$ cat src/rtl/sobel_datapath.sv
// sobel_datapath: row-word capture, sliding 3x3 window and Sobel magnitude packed four pixels per word.
// Define SOBEL_THRESH_EN to binarise each pixel against THRESH.
module sobel_datapath #(
  parameter logic [7:0] THRESH = 8'd64
) (
  input  logic        clk_i,
  input  logic        rst_i,
  input  logic        ack_i,
  input  logic [31:0] dat_i,
  input  logic        prev_row_load,
  input  logic        curr_row_load,
  input  logic        next_row_load,
  input  logic        shift_en,
  input  logic        row_clr,
  output logic [31:0] dat_o
);
  logic [31:0] prev_word, curr_word, next_word;
  logic [23:0] col_l, col_c, col_r;
  logic signed [10:0] gx, gy;
  logic [10:0] abs_sum;
  logic [7:0] mag, pix;
  function automatic logic signed [10:0] wsum(input logic [7:0] a, input logic [7:0] b, input logic [7:0] c);
    return {3'b0, a} + {2'b0, b, 1'b0} + {3'b0, c};
  endfunction
  // columns are packed {top, mid, bottom}
  assign gx = wsum(col_r[23:16], col_r[15:8], col_r[7:0]) - wsum(col_l[23:16], col_l[15:8], col_l[7:0]);
  assign gy = wsum(col_l[7:0], col_c[7:0], col_r[7:0]) - wsum(col_l[23:16], col_c[23:16], col_r[23:16]);
  assign abs_sum = (gx[10] ? -gx : gx) + (gy[10] ? -gy : gy);
  assign mag = 8'(abs_sum >> 3);
`ifdef SOBEL_THRESH_EN
  assign pix = (mag >= THRESH) ? 8'hFF : 8'h00;
`else
  logic unused_thresh;
  assign unused_thresh = ^THRESH;
  assign pix = mag;
`endif
  always_ff @(posedge clk_i)
    if (rst_i) begin
      prev_word <= '0;
      curr_word <= '0;
      next_word <= '0;
      col_l <= '0;
      col_c <= '0;
      col_r <= '0;
      dat_o <= '0;
    end else begin
      prev_word <= (prev_row_load && ack_i) ? dat_i : shift_en ? prev_word << 8 : prev_word;
      curr_word <= (curr_row_load && ack_i) ? dat_i : shift_en ? curr_word << 8 : curr_word;
      next_word <= (next_row_load && ack_i) ? dat_i : shift_en ? next_word << 8 : next_word;
      if (row_clr) begin
        col_l <= '0;
        col_c <= '0;
        col_r <= '0;
        dat_o <= '0;
      end else if (shift_en) begin
        col_l <= col_c;
        col_c <= col_r;
        col_r <= {prev_word[31:24], curr_word[31:24], next_word[31:24]};
        dat_o <= {dat_o[23:0], pix};
      end
    end
endmodule

$ cat config.mk
export PLATFORM = sky130hd
export DESIGN_NAME = sobel_datapath
export DESIGN_NICKNAME = d
export VERILOG_FILES = /design/src/rtl/sobel_datapath.sv
export SDC_FILE = /design/constraint.sdc
export NUM_CORES = 1
export LEC_CHECK = 0
export CAP_MARGIN = 20
export CORE_UTILIZATION = 54
export DETAILED_ROUTE_END_ITERATION = 16
export PLACE_DENSITY_LB_ADDON = 0.05
export SLEW_MARGIN = 15
export SYNTH_ARGS = -nofsm -noshare
export SYNTH_HDL_FRONTEND = slang
export SYNTH_SLANG_ARGS = --single-unit
$ cat constraint.sdc
create_clock -name clk_i -period 5.4 [get_ports clk_i]
set_input_delay 1.08 -clock clk_i [delete_from_list [all_inputs] [get_ports clk_i]]
set_output_delay 1.08 -clock clk_i [all_outputs]
set_load 0.005 [all_outputs]
Word-level counts from Yosys, hierarchy flattened --
Cells that the tools add are included.
Operators by class: reductions and logical operators 7, muxes and demuxes 8, $add $sub $neg 13
Operator list (count):
- $mux W32 | 6
- $add A10 B8 Y11 | 4
- $add A8 B9 Y10 | 4
- $mux W11 | 2
- $neg A11 Y11 | 2
- $sub A11 B11 Y11 | 2
- $add A11 B11 Y11 | 1
- $reduce_bool A2 Y1 | 3
- $logic_and A1 B1 Y1 | 3
- $reduce_or A2 Y1 | 1
Word-level totals: output and inout port bits 32, input bits 40, word-level logic and storage cells 35, register bits 200

Longest topological paths before layout --
word-level depth 6, depth in mapped cells 25, gate-level depth less buffers 24

Worst setup path before layout --
OpenSTA, ideal clock, no wires.
path kind flip-flop to flip-flop, start point register col_l[18], end point register dat_o[7], buffers on the path 0, slack -0.214 ns, cell stages (with the launch flop) 23, data arrival time 5.526 ns, cells stage by stage dfxtp_1 inv_1 fa_1 fa_1 inv_1 fa_1 inv_1 ha_1 a211oi_2 o21ai_1 a211oi_1 nor2_1 a31oi_1 o21ai_0 ha_1 a31o_1 a21oi_1 o21ai_1 o41ai_1 o21ba_2 o21bai_1 a21o_1 a311oi_2
Between the ends: longest elaborated chain between the ends 6, elaborated cells between the ends (all ways) 11, those cells by class add/sub (9); mux (2)
RTL lines:
- from (decl) | line 18 | logic [23:0] col_l, col_c, col_r;
- from (signal assigned) | line 56 | col_l <= col_c;
- $add A8 B9 Y10 | line 23 | return {3'b0, a} + {2'b0, b, 1'b0} + {3'b0, c};
- $add A10 B8 Y11 | line 23
- $sub A11 B11 Y11, on equally long branches | line 26, 27
- $neg A11 Y11 | line 28 | assign abs_sum = (gx[10] ? -gx : gx) + (gy[10] ? -gy : gy);
- $mux W11 | line 28
- $add A11 B11 Y11 * | line 28
- to (signal assigned) | line 59 | dat_o <= {dat_o[23:0], pix};
- to (decl) | line 15 | output logic [31:0] dat_o
Mark *: on every way between the ends. The rest lies on a longest branch, timed or not. A chain may end at the register's enable or synchronous reset.

Final worst setup path --
start point register col_r[18], end point register dat_o[7]
Between the ends: longest elaborated chain between the ends 6, elaborated cells between the ends (all ways) 10, those cells by class add/sub (8); mux (2)
RTL lines:
- from (decl) | line 18
- from (signal assigned) | line 58 | col_r <= {prev_word[31:24], curr_word[31:24], next_word[31:24]};
- $add A8 B9 Y10 | line 23
- $add A10 B8 Y11 | line 23
- $sub A11 B11 Y11 | line 26 | assign gx = wsum(col_r[23:16], col_r[15:8], col_r[7:0]) - wsum(col_l[23:16], col_l[15:8], col_l[7:0]);
- $neg A11 Y11 | line 28
- $mux W11 | line 28
- $add A11 B11 Y11 * | line 28
Marked as above.

==> report_table.html <==
<table>
<tr><th>Metric</th><th>Value</th></tr>
<tr><th colspan="2">STA</th></tr>
<tr><td>Fmax</td><td>191.4 MHz</td></tr>
<tr><td>Worst rel slew slack</td><td>32.42%</td></tr>
<tr><td>Period utilisation layout</td><td>96.75%</td></tr>
<tr><td>Clock Skew</td><td>0.01498 ns</td></tr>
<tr><td>Max-slew violation total from the final report</td><td>0</td></tr>
<tr><td>Worst-Margin Slew</td><td>1.014 ns</td></tr>
<tr><td>Final setup violation count</td><td>0</td></tr>
<tr><td>Final Hold Violating Endpoints</td><td>0</td></tr>
<tr><td>Fin Hold WS</td><td>0.4883 ns</td></tr>
<tr><td>Fin crit period</td><td>5.225 ns</td></tr>
<tr><th colspan="2">Pwr</th></tr>
<tr><td>IR Drop Worst-Case VDD</td><td>0.2296 mV</td></tr>
<tr><td>Pwr Density</td><td>344.6 nW/µm²</td></tr>
<tr><td>Static leakage</td><td>0.005226 µW</td></tr>
<tr><th colspan="2">Clocking</th></tr>
<tr><td>Register clock-pin slew on the reported worst setup and hold paths</td><td>0.08 ns</td></tr>
<tr><td>Number of sinks on the clock net</td><td>200</td></tr>
<tr><td>Maximum count of clock buffers along a single path</td><td>2</td></tr>
<tr><td>TritonCTS clock tree</td><td>built</td></tr>
<tr><td>CTS Buf Count</td><td>17</td></tr>
<tr><td>H-tree Lvls</td><td>4</td></tr>
<tr><td>Insertion delay to the later sink of the worst-skew pair</td><td>0.44 ns</td></tr>
<tr><td>Cell chosen for the clock root</td><td>sky130_fd_sc_hd__clkbuf_16</td></tr>
<tr><th colspan="2">Detailed routing</th></tr>
<tr><td>Via Count</td><td>7745</td></tr>
<tr><td>Violation count after the first detailed-routing iteration</td><td>408</td></tr>
<tr><td>Antenna violation net count after detailed routing</td><td>0</td></tr>
<tr><td>Residual DRC</td><td>0</td></tr>
<tr><td>First-pass iteration count of the detailed router</td><td>5</td></tr>
<tr><td>Ratio of routed vias to standard cells</td><td>5.208</td></tr>
<tr><td>Per-cell routed wire length</td><td>15.60 µm</td></tr>
<tr><td>Detailed Route WL</td><td>23200 µm</td></tr>
<tr><th colspan="2">Floorplanning</th></tr>
<tr><td>IO Count</td><td>72</td></tr>
<tr><td>Die Y</td><td>143.5 µm</td></tr>
<tr><td>Core area</td><td>19530 µm²</td></tr>
<tr><td>Starting density of the core</td><td>55.37%</td></tr>
<tr><td>Row cnt</td><td>51</td></tr>
<tr><td>Horiz. Die Dim</td><td>143.5 µm</td></tr>
<tr><td>Die area</td><td>20590 µm²</td></tr>
<tr><th colspan="2">Layout</th></tr>
<tr><td>Fraction of final layout cells sized beyond drive strength 1</td><td>11.54%</td></tr>
<tr><td>Register area</td><td>4031 µm²</td></tr>
<tr><td>Area taken by multi-input logic gates</td><td>6287 µm²</td></tr>
<tr><td>Area grow syn2layout</td><td>17.87%</td></tr>
<tr><td>Total inserted antenna cells</td><td>0</td></tr>
<tr><td>Count of placed standard cells in the final layout, fillers left out</td><td>1487</td></tr>
<tr><td>Final Net Count</td><td>1346</td></tr>
<tr><td>Number of inserted filler cells in the final layout</td><td>1643</td></tr>
<tr><th colspan="2">Worst setup path</th></tr>
<tr><td>Endpoint class of the critical path</td><td>flip-flop</td></tr>
<tr><td>Startpoint-to-endpoint class of the critical path</td><td>flip-flop to flip-flop</td></tr>
<tr><td>WP data required</td><td>5.75 ns</td></tr>
<tr><td>Startpoint kind of the worst setup timing path</td><td>flip-flop</td></tr>
<tr><td>Data arrival time of the worst path</td><td>5.57 ns</td></tr>
<tr><td>Highest net fanout along the worst path</td><td>4</td></tr>
<tr><th colspan="2">Logic synthesis</th></tr>
<tr><td>Post-synthesis instance area</td><td>10810 µm²</td></tr>
<tr><td>Net count of the mapped netlist</td><td>1289</td></tr>
<tr><td>Count of cell types in the netlist</td><td>55</td></tr>
<tr><td>Share of synthesized area occupied by flip-flops and latches</td><td>37.03%</td></tr>
<tr><td>Warnings from Yosys</td><td>0</td></tr>
<tr><td>Share of synthesized registers carrying an async set or reset</td><td>0%</td></tr>
<tr><td>Predominant post-synthesis flop cell</td><td>sky130_fd_sc_hd__dfxtp_1</td></tr>
<tr><td>Number of synthesized flops with an enable pin</td><td>0</td></tr>
<tr><td>Number of storage elements in the synthesis netlist</td><td>200</td></tr>
<tr><td>Average instance area after synthesis</td><td>9.385 µm²</td></tr>
<tr><td>Number of instances in the synthesized netlist</td><td>1152</td></tr>
<tr><th colspan="2">Placed design</th></tr>
<tr><td>Detailed placement HPWL</td><td>16070 µm</td></tr>
<tr><td>Post-Place Cells</td><td>1444</td></tr>
<tr><td>Number of port buffers</td><td>71</td></tr>
<tr><td>Gpl congestion</td><td>0.8581</td></tr>
<tr><th colspan="2">Outcome</th></tr>
<tr><td>Status</td><td>complete, no violations</td></tr>
<tr><th colspan="2">GRT</th></tr>
<tr><td>Number of global-route vias before repair</td><td>7402</td></tr>
<tr><td>Global router's overall resource usage</td><td>23.23%</td></tr>
<tr><td>Number of antenna violations at the first check in global routing</td><td>0</td></tr>
<tr><td>First-pass GRT wire length</td><td>37160 µm</td></tr>
<tr><td>Maximum number of pins on one net before global-route repair</td><td>118</td></tr>
<tr><td>Overflow left after global routing</td><td>0</td></tr>
<tr><th colspan="2">Min path</th></tr>
<tr><td>Hold Path Class</td><td>flip-flop to flip-flop</td></tr>
<tr><th colspan="2">Job</th></tr>
<tr><td>Max-capacitance violation count</td><td>0</td></tr>
</table>
worst paths after layout:
path	from	to	slack (ns)	depth (start not counted)
worst max-delay path	col_r[18]	dat_o[7]	0.18	23
worst min-delay path	curr_word[1]	curr_word[1]	0.49	2
worst max register to register	col_r[18]	dat_o[7]	0.18	23
worst min register to register	curr_word[1]	curr_word[1]	0.49	2
routing by layer:
layer  part of all wire, %  global-route usage (%)  wire (µm)
met1                    48                   32.06      11110
met2                    49                   38.07      11320
met3                   2.8                   4.399        655
met4                  0.48                   4.367        112
met5                     0                       0          0
cells by family after synthesis:
| logic type | count (synthesis) | synth area share (%) |
|---|---|---|
| simple gates | 301 | 11.89 |
| flops | 200 | 37.03 |
| buf+inv | 197 | 6.920 |
| mux | 174 | 16.11 |
| compound gates | 151 | 9.860 |
| fa+ha+maj | 97 | 15.53 |
| xor+xnor | 32 | 2.662 |
cells in the final DEF (no fill, tap or decap), types with 17 or more instances in the layout:
master | Yosys | routed
sky130_fd_sc_hd__a211oi_1 | 74 | 73
sky130_fd_sc_hd__a21oi_1 | 33 | 32
sky130_fd_sc_hd__buf_4 | 0 | 30
sky130_fd_sc_hd__clkbuf_16 | 0 | 17
sky130_fd_sc_hd__clkdlybuf4s50_1 | 0 | 69
sky130_fd_sc_hd__dfxtp_1 | 200 | 180
sky130_fd_sc_hd__dfxtp_2 | 0 | 19
sky130_fd_sc_hd__fa_1 | 62 | 60
sky130_fd_sc_hd__ha_1 | 35 | 26
sky130_fd_sc_hd__inv_1 | 129 | 128
sky130_fd_sc_hd__mux2i_1 | 174 | 174
sky130_fd_sc_hd__nand2_1 | 41 | 38
sky130_fd_sc_hd__nand3_1 | 32 | 31
sky130_fd_sc_hd__nor2_1 | 199 | 195
sky130_fd_sc_hd__xnor2_1 | 23 | 22
metrics by stage:
stage	area, µm²	total power [µW]	setup WS (ns)	TNS (ns)	utilization, %
after global placement	11810	3004	0.06791	0	60.47
after CTS	12410	4301	0.01420	0	63.57
after floorplan	10830	2640	0.01164	0	-
after detailed placement	11810	3015	-0.04863	-0.04863	60.47
final	12740	4391	0.1754	0	65.26
after global routing	12740	4658	-0.06639	-0.06639	65.26
cell usage after synthesis (all sizes together), types with 23 or more instances:
library cell / instances / area, µm²
nand2: 42 / 160.2
mux2i: 174 / 1742
a21oi: 34 / 173.9
nor2: 199 / 747.0
xnor2: 23 / 201.4
clkbuf: 42 / 158.9
a211oi: 77 / 593.1
inv: 129 / 484.2
fa: 62 / 1241
ha: 35 / 437.9
buf: 25 / 101.4
dfxtp: 200 / 4004
nand3: 32 / 160.2
sequential cells by signal, summed over array words and instances (netlist names):
signal and count:
curr_word 32, dat_o 32, next_word 32, prev_word 32, col_c 24, col_l 24, col_r 24
worst max-delay path: stages (launching register included):
cell	delay, ns
sky130_fd_sc_hd__dfxtp_2	0.33
sky130_fd_sc_hd__inv_1	0.05
sky130_fd_sc_hd__fa_1	0.50
sky130_fd_sc_hd__fa_1	0.54
sky130_fd_sc_hd__inv_1	0.05
sky130_fd_sc_hd__fa_1	0.49
sky130_fd_sc_hd__inv_1	0.07
sky130_fd_sc_hd__ha_4	0.25
sky130_fd_sc_hd__a211oi_4	0.23
sky130_fd_sc_hd__o21ai_2	0.10
sky130_fd_sc_hd__a211oi_2	0.27
sky130_fd_sc_hd__nor2_2	0.11
sky130_fd_sc_hd__a31oi_4	0.21
sky130_fd_sc_hd__nand2_1	0.09
sky130_fd_sc_hd__xnor2_1	0.13
sky130_fd_sc_hd__ha_1	0.30
sky130_fd_sc_hd__and2_1	0.14
sky130_fd_sc_hd__o21ai_1	0.16
sky130_fd_sc_hd__o21ai_2	0.10
sky130_fd_sc_hd__o41ai_2	0.33
sky130_fd_sc_hd__o21ba_2	0.21
sky130_fd_sc_hd__o21bai_1	0.07
sky130_fd_sc_hd__a21o_1	0.17
sky130_fd_sc_hd__a311oi_2	0.24
where the power goes:
group | internal [µW] | switching, µW | total, µW
registers | 1540 | 50.3 | 1590
clock network | 630 | 645 | 1270
logic | 765 | 760 | 1530
what timing repair did:
item,CTS,global route
setup endpoints to repair,1,3
resized for setup,1,58
pin swaps,1,26
buffers inserted,1,7
endpoints found under the hold margin,0,0
hold buffers,0,0
area by class of cell:
class                   count  area share, %
well taps                 265          2.602
flip-flops and latches    200          31.63
inverters                 130          3.829
multi-input cells         755          49.34
clock buffers              17          3.338
repair buffers            105          7.972
clock inverters            15          1.286
No activity file was read; power rests on OpenSTA's default activity.
